File: config.mk
export PLATFORM = sky130hd
export DESIGN_NAME = ir_queue
export DESIGN_NICKNAME = d
export VERILOG_FILES = /design/src/rtl/ir_pkg.sv /design/src/rtl/ir_ptr.sv /design/src/rtl/ir_queue.sv
export SDC_FILE = /design/constraint.sdc
export NUM_CORES = 1
export LEC_CHECK = 0
export ABC_AREA = 1
export CAP_MARGIN = 5
export CORE_MARGIN = 1.5
export CORE_UTILIZATION = 40
export CTS_CLUSTER_SIZE = 40
export DETAILED_ROUTE_END_ITERATION = 6
export GPL_ROUTABILITY_DRIVEN = 0
export PLACE_DENSITY = 0.66
export SLEW_MARGIN = 15
export SYNTH_ARGS = -nofsm -noshare
export SYNTH_HDL_FRONTEND = slang
export SYNTH_SLANG_ARGS = --single-unit
File: constraint.sdc
create_clock -name clk -period 3 [get_ports clk]
set_input_delay 0.75 -clock clk [delete_from_list [all_inputs] [get_ports clk]]
set_output_delay 0.75 -clock clk [all_outputs]
set_load 0.02 [all_outputs]
File: src/rtl/ir_pkg.sv
// Shared instruction-queue types and default sizing used by fetch, queue and decode.
package ir_pkg;
  localparam int unsigned INS_W_DEF = 16;
  localparam int unsigned DEPTH_DEF = 4;

  typedef logic [INS_W_DEF-1:0] ins_t;
endpackage

File: src/rtl/ir_ptr.sv
// Wrapping log2(DEPTH)-bit queue pointer; clr has priority over inc.
module ir_ptr
  import ir_pkg::*;
#(
  parameter int unsigned PTR_W = 2
) (
  input  logic             clk,
  input  logic             rst,
  input  logic             inc,
  input  logic             clr,
  output logic [PTR_W-1:0] ptr
);

  logic [PTR_W-1:0] r_ptr;

  always_ff @(posedge clk or posedge rst) begin
    if (rst) begin
      r_ptr <= '0;
    end else if (clr) begin
      r_ptr <= '0;
    end else if (inc) begin
      r_ptr <= r_ptr + PTR_W'(1);
    end
  end

  assign ptr = r_ptr;

endmodule

File: src/rtl/ir_queue.sv
// DEPTH-entry instruction FIFO between fetch and decode with valid/ready on both sides.
// Optional flush port enabled by defining IR_FLUSH_EN.
module ir_queue
  import ir_pkg::*;
#(
  parameter int unsigned INS_W = INS_W_DEF,
  parameter int unsigned DEPTH = DEPTH_DEF,
  parameter int unsigned CNT_W = $clog2(DEPTH + 1)
) (
  input  logic             clk,
  input  logic             rst,
  input  logic [INS_W-1:0] ins,
  input  logic             in_valid,
  output logic             in_ready,
  output logic [INS_W-1:0] ir_out,
  output logic             out_valid,
  input  logic             out_ready,
`ifdef IR_FLUSH_EN
  input  logic             flush,
`endif
  output logic [CNT_W-1:0] count
);

  localparam int unsigned PTR_W = $clog2(DEPTH);

  generate
    if (DEPTH < 2 || (DEPTH & (DEPTH - 1)) != 0) begin : g_bad_depth
      $error("ir_queue: DEPTH must be a power of two and at least 2");
    end
  endgenerate

  logic [INS_W-1:0] r_mem [DEPTH];
  logic [CNT_W-1:0] r_count;
  logic [PTR_W-1:0] w_wr_ptr;
  logic [PTR_W-1:0] w_rd_ptr;
  logic             w_flush;
  logic             w_in_ready;
  logic             w_out_valid;
  logic             w_push;
  logic             w_pop;

`ifdef IR_FLUSH_EN
  assign w_flush = flush;
`else
  assign w_flush = 1'b0;
`endif

  // Full refuses a push even when a pop happens in the same cycle (no fall-through).
  assign w_in_ready  = (r_count != CNT_W'(DEPTH));
  assign w_out_valid = (r_count != '0);
  assign w_push      = in_valid && w_in_ready && !w_flush;
  assign w_pop       = w_out_valid && out_ready && !w_flush;

  ir_ptr #(.PTR_W(PTR_W)) u_wr_ptr (
    .clk (clk),
    .rst (rst),
    .inc (w_push),
    .clr (w_flush),
    .ptr (w_wr_ptr)
  );

  ir_ptr #(.PTR_W(PTR_W)) u_rd_ptr (
    .clk (clk),
    .rst (rst),
    .inc (w_pop),
    .clr (w_flush),
    .ptr (w_rd_ptr)
  );

  always_ff @(posedge clk or posedge rst) begin
    if (rst) begin
      r_count <= '0;
    end else if (w_flush) begin
      r_count <= '0;
    end else if (w_push && !w_pop) begin
      r_count <= r_count + CNT_W'(1);
    end else if (w_pop && !w_push) begin
      r_count <= r_count - CNT_W'(1);
    end
  end

  // Storage is intentionally not reset; occupancy is tracked by count and pointers.
  always_ff @(posedge clk) begin
    if (w_push) begin
      r_mem[w_wr_ptr] <= ins;
    end
  end

  assign in_ready  = w_in_ready;
  assign out_valid = w_out_valid;
  assign ir_out    = w_out_valid ? r_mem[w_rd_ptr] : '0;
  assign count     = r_count;

endmodule

### Yosys cells after proc, flatten, opt, wreduce, memory -nomap -nowiden

Memory sizes are Yosys's and may differ from the RTL's.
Cells that the tools add are included.

| word-level totals | value |
|---|---|
| input bits | 20 |
| output and inout bits | 21 |
| logic and storage cells | 22 |
| RAM bits | 64 |
| register bits | 7 |
| memories kept | 1 |
| latch bits | 0 |
| memory bits (read-only) | 0 |

Memories:

| name | words | bits a word | read ports | clocked after memory_dff | wr ports | RTL line | text |
|---|---|---|---|---|---|---|---|
| r_mem | 4 | 16 | 1 | 0 | 1 | ir_queue.sv:32 | `logic [INS_W-1:0] r_mem [DEPTH];` |

| cells by class | value |
|---|---|
| bitwise operators | 0 |
| shift-type cells | 0 |
| order comparisons | 0 |
| reduce and logical (&&, ||, !) cells | 8 |
| $add $sub $neg | 4 |
| muxes and demuxes | 5 |
| multiply operators | 0 |
| div/mod/pow operators | 0 |
| eq/ne operators | 1 |

Operator list:

| kind | number |
|---|---|
| $mux W16 | 1 |
| $mux W3 | 2 |
| $add A2 B1 Y2 const B | 2 |
| $logic_and A1 B1 Y1 | 4 |
| $add A3 B1 Y3 const B | 1 |
| $ne A3 B3 Y1 const B | 1 |
| $reduce_bool A3 Y1 | 1 |
| $sub A3 B1 Y3 const B | 1 |
| $logic_not A1 Y1 | 2 |
| $mux W1 | 2 |
| $reduce_bool A2 Y1 | 1 |

### Longest topological paths before layout

Gate-level depths: netlist (run 1).

| logic depth | value |
|---|---|
| depth after elaboration | 6 |
| depth in mapped cells | 12 |
| depth with buffers taken out | 12 |

### By module

Synthesis (run 1) repeated with hierarchy kept, for this count alone.

| unflattened totals | value |
|---|---|
| cell total of the unflattened synthesis | 312 |
| area total of the unflattened synthesis | 3173.0 sq um |

Modules (own cells, without submodules):

| module | sequential area each (sq um) | cells each | instances | area each (sq um) |
|---|---|---|---|---|
| ir_queue | 1996.9 | 288 | 1 | 2992.9 |
| ir_ptr | 50.0 | 12 | 2 | 90.1 |

### Worst setup path before layout (run 1)

OpenSTA, ideal clock, no wires.

| path | value |
|---|---|
| path type | reg-to-reg |
| from | register r_count[0] (netlist: count[0]) |
| to | memory r_mem[0][0] (netlist name) (enable) |
| period minus slack after synthesis | 2.099 ns |
| library setup time | 0.389 ns |
| stages on the path, launching flop included | 5 |
| buffers on the path | 0 |
| slack | 0.901 ns |
| arrival | 1.710 ns |
| required time | 2.611 ns |
| cells stage by stage | dfrtp_1 inv_2 nand3_1 nand2_2 nor2_1 |

| on the way | value |
|---|---|
| word-level cells in the longest chain between the ends | 4 |

RTL lines:

| element | RTL line | text |
|---|---|---|
| start: declaration | ir_queue.sv:33 | `logic [CNT_W-1:0] r_count;` |
| start signal: assignment | ir_queue.sv:76 | `r_count <= r_count + CNT_W'(1);` |
| start signal: assignment | ir_queue.sv:78 | `r_count <= r_count - CNT_W'(1);` |
| $ne A3 B3 Y1 | ir_queue.sv:49 | `assign w_in_ready = (r_count != CNT_W'(DEPTH));` |
| net in_ready | ir_queue.sv:14 | `output logic in_ready,` |
| $logic_and A1 B1 Y1 | ir_queue.sv:51 | `assign w_push = in_valid && w_in_ready && !w_flush;` |
| $mux W1 | ir_queue.sv:84 | `if (w_push) begin` |
| $mux W1 (implied by the code) | ir_queue.sv:85 | `r_mem[w_wr_ptr] <= ins;` |
| end: declaration | ir_queue.sv:32 |  |

The timed path passes the listed nets, and every way through them passes these cells.

### Final worst setup path (run 1)

| path | value |
|---|---|
| from | register u_rd_ptr.r_ptr[0] (netlist: u_rd_ptr.ptr[0]) |
| to | output port ir_out[14] |

| on the way | value |
|---|---|
| word-level cells in the longest chain between the ends | 2 |

RTL lines:

| element | RTL line | text |
|---|---|---|
| start: declaration | ir_ptr.sv:14 | `logic [PTR_W-1:0] r_ptr;` |
| start signal: assignment | ir_ptr.sv:22 | `r_ptr <= r_ptr + PTR_W'(1);` |
| $mem_v2 Z4 W16 | n/a |  |
| $mux W16 | ir_queue.sv:91 | `assign ir_out = w_out_valid ? r_mem[w_rd_ptr] : '0;` |
| end: declaration | ir_queue.sv:15 | `output logic [INS_W-1:0] ir_out,` |

Every way passes these cells.

==> results of run 1 <==
## layout make-up
type / count / share of cell area (%)
Sequential cell: 71 / 52.0
Multi-Input combinational cell: 147 / 20.8
Timing Repair Buffer: 49 / 11.6
Inverter: 81 / 7.66
Tap cell: 105 / 3.26
Clock buffer: 9 / 3.07
Clock inverter: 7 / 1.58
## sequential cells by signal (all words and copies together) (netlist names)
name / flops
u_wr_ptr.ptr: 2
u_rd_ptr.ptr: 2
count: 3
r_mem: 64
## power groups by stage
stage               Sequential [W]  Clock, W  Combinational [W]
floorplan                  0.00143         0            0.00134
global placement           0.00143         0            0.00197
detailed placement         0.00143         0            0.00200
CTS                        0.00141  0.000747            0.00201
global route               0.00144  0.000791            0.00217
finish                     0.00141  0.000730            0.00197
## per-layer routing
| metal | global-route usage [%] | part of all wire (%) |
|---|---|---|
| met1 | 19.4 | 44 |
| met2 | 25.7 | 50 |
| met3 | 2.82 | 4.5 |
| met4 | 6.34 | 1.6 |
| met5 | 0 | 0 |
## path summary, 6_finish.rpt
path	cells after the start	endpoint	slack, ns	from
min in group asynchronous	2	u_wr_ptr.ptr[0]	0.66	rst
min	2	count[2]	0.55	count[2]
max reg2reg	11	count[2]	1.15	count[0]
max	6	ir_out[14]	0.13	u_rd_ptr.ptr[0]
min reg2reg	2	count[2]	0.55	count[2]
max in group asynchronous	2	u_rd_ptr.ptr[1]	2.10	rst
## cells in the mapped netlist
cell / n / area, um^2
nand3_1: 23 / 115
o21ai_0: 1 / 5.00
dfrtp_1: 7 / 175
nand4_1: 1 / 6.26
xnor2_1: 2 / 17.5
buf_6: 6 / 67.6
nand2_1: 68 / 255
buf_2: 4 / 20.0
o21ai_1: 1 / 5.00
buf_8: 1 / 15.0
inv_1: 75 / 282
ha_1: 5 / 62.6
edfxtp_1: 64 / 1920
a21oi_2: 13 / 114
nand2_2: 11 / 68.8
inv_4: 2 / 12.5
nand3_2: 14 / 140
a21oi_1: 3 / 15.0
inv_2: 4 / 15.0
nor2_1: 4 / 15.0
fa_1: 1 / 20.0
## cells by family (layout without fill, tap and decap cells)
group | Yosys count | after routing | synth area share [%]
adder cells (fa/ha/maj) | 6 | 6 | 2.47
buffers and inverters | 92 | 146 | 12.3
XOR/XNOR | 2 | 2 | 0.523
AO/OA/AOI/OAI | 18 | 18 | 4.15
AND/OR/NAND/NOR | 121 | 121 | 17.9
flip-flops | 71 | 71 | 62.6
## worst max-delay path, stage by stage (launching register included)
cell,delay (ns)
dfrtp_1,0.40
buf_4,0.19
inv_4,0.32
nand2_1,0.13
nand3_1,0.12
a21oi_2,0.06
clkdlybuf4s50_1,0.56
## through the flow
step / setup WS [ns] / utilization (%) / cell area [um^2] / std cells
after global routing: 0.0182 / 49.3 / 4030 / 469
after detailed placement: 0.498 / 47.0 / 3840 / 453
after floorplan: 0.901 / - / 3350 / 310
final: 0.127 / 49.3 / 4030 / 469
after CTS: 0.0752 / 49.3 / 4030 / 469
after global placement: 0.548 / 47.0 / 3840 / 453
## placed cells by master (no fill, tap or decap), drive strengths merged, types with 2 or more instances in the layout
cell / Yosys / layout
edfxtp: 64 / 64
clkbuf: 0 / 9
nand3: 37 / 37
clkdlybuf4s50: 0 / 40
inv: 81 / 81
o21ai: 2 / 2
ha: 5 / 5
nand2: 79 / 79
dfrtp: 7 / 7
nor2: 4 / 4
buf: 11 / 9
a21oi: 16 / 16
clkinv: 0 / 5
xnor2: 2 / 2
==> reports/results.ini, run 1 <==
[outcome]
status = completed

[floorplanning]
die_x_um = 94.5
die-height_um = 94.5
num_io_pins = 41
row_count = 33
core_area_mm2 = 0.00818
die-area_mm2 = 0.00893
initial_core_util_pct = 41.0

[finish]
multi_input_area_um2 = 840
area.growth.synth_to_final_pct = 20.4
diodes = 0
fill_cells = 757
final-seq-area_mm2 = 0.00210
layout-drive-gt1-share_pct = 18.4
nNetsFinal = 385

[power]
p_clk_share_pct = 17.8
pwr_density_cell_mw_per_mm2 = 1020
p_leak_nw = 1.77
power_switching_w = 0.00162
combPwrFrac_pct = 47.9
irDropWorstVdd_mv = 0.404
total_power_w = 0.00411
seqPwrFrac_pct = 34.4
p_sw_share_pct = 39.4
internal_power_w = 0.00249

[drt]
first_iter_violations = 120
post-route-drc-count = 0
vias = 2080
vias_per_cell = 4.43
drt_pass1_iterations = 4
avgRoutedWirePerCell_um = 13.0
antenna_left = 0
finalWirelength_mm = 6.11

[min_path]
min_path_type = register to register

[global_routing]
grt_antenna_before_repair = 0
grt_start_max_net_pins = 34
grt_usage_pct = 15.3
grt-ovfl-total = 0
grt_pass1_wl_mm = 10.1
grt_pass1_vias = 2044

[synth]
syn_nets = 336
synth_cell_type_count = 21
syn_area_per_cell_um2 = 10.8
synth-seq-area-share_pct = 62.6
netlist_instances = 310
synth_seq_cells = 71
yosys_warnings = 0
synthesis.area_mm2 = 0.00335

[critical_path]
crit_fanout = 33
critPathRequiredTime_ns = 2.25
critPathLaunchType = register
arrival_ns = 2.12
worst-setup-path-type = register to output pin
critPathCaptureType = output pin

[flow_run]
maxCapViolCount = 0

[clock_network]
clock_sinks = 71
cts_max_level = 3
cts_buffer_depth = 2
cts_setup_buffers = 0
ctsRootBufferMaster = clkbuf_8
cts_tree = yes
clk_latency_ns = 0.34
hold_buffers = 0
post_cts_resized = 0
numCtsBuffers = 9
path_clk_slew_ns = 0.08

[sta]
relSlewSlack_pct = 68.9
setup_viol = 0
finalMaxSlewViolations = 0
finalHoldViolations = 0
max_freq_ghz = 0.348
post-route-min-period_ns = 2.87
whs_ns = 0.553
fin_worst_skew_ns = 0.00959
setup_tns_ns = 0
fin_crit_sh_pct = 95.8
worst_slew_pin_slew_ns = 0.466
rsz0062_at_grt = no

[placed_design]
port_buffers = 40
dp_hpwl_mm = 3.84

(Power assumes the default switching activity.)
==> run 2, diff against run 1 <==
SKIP_LAST_GASP = 1   (was default)
==> results of run 2 <==
The final DEF is identical to that of run 1; final timing and power are the same.
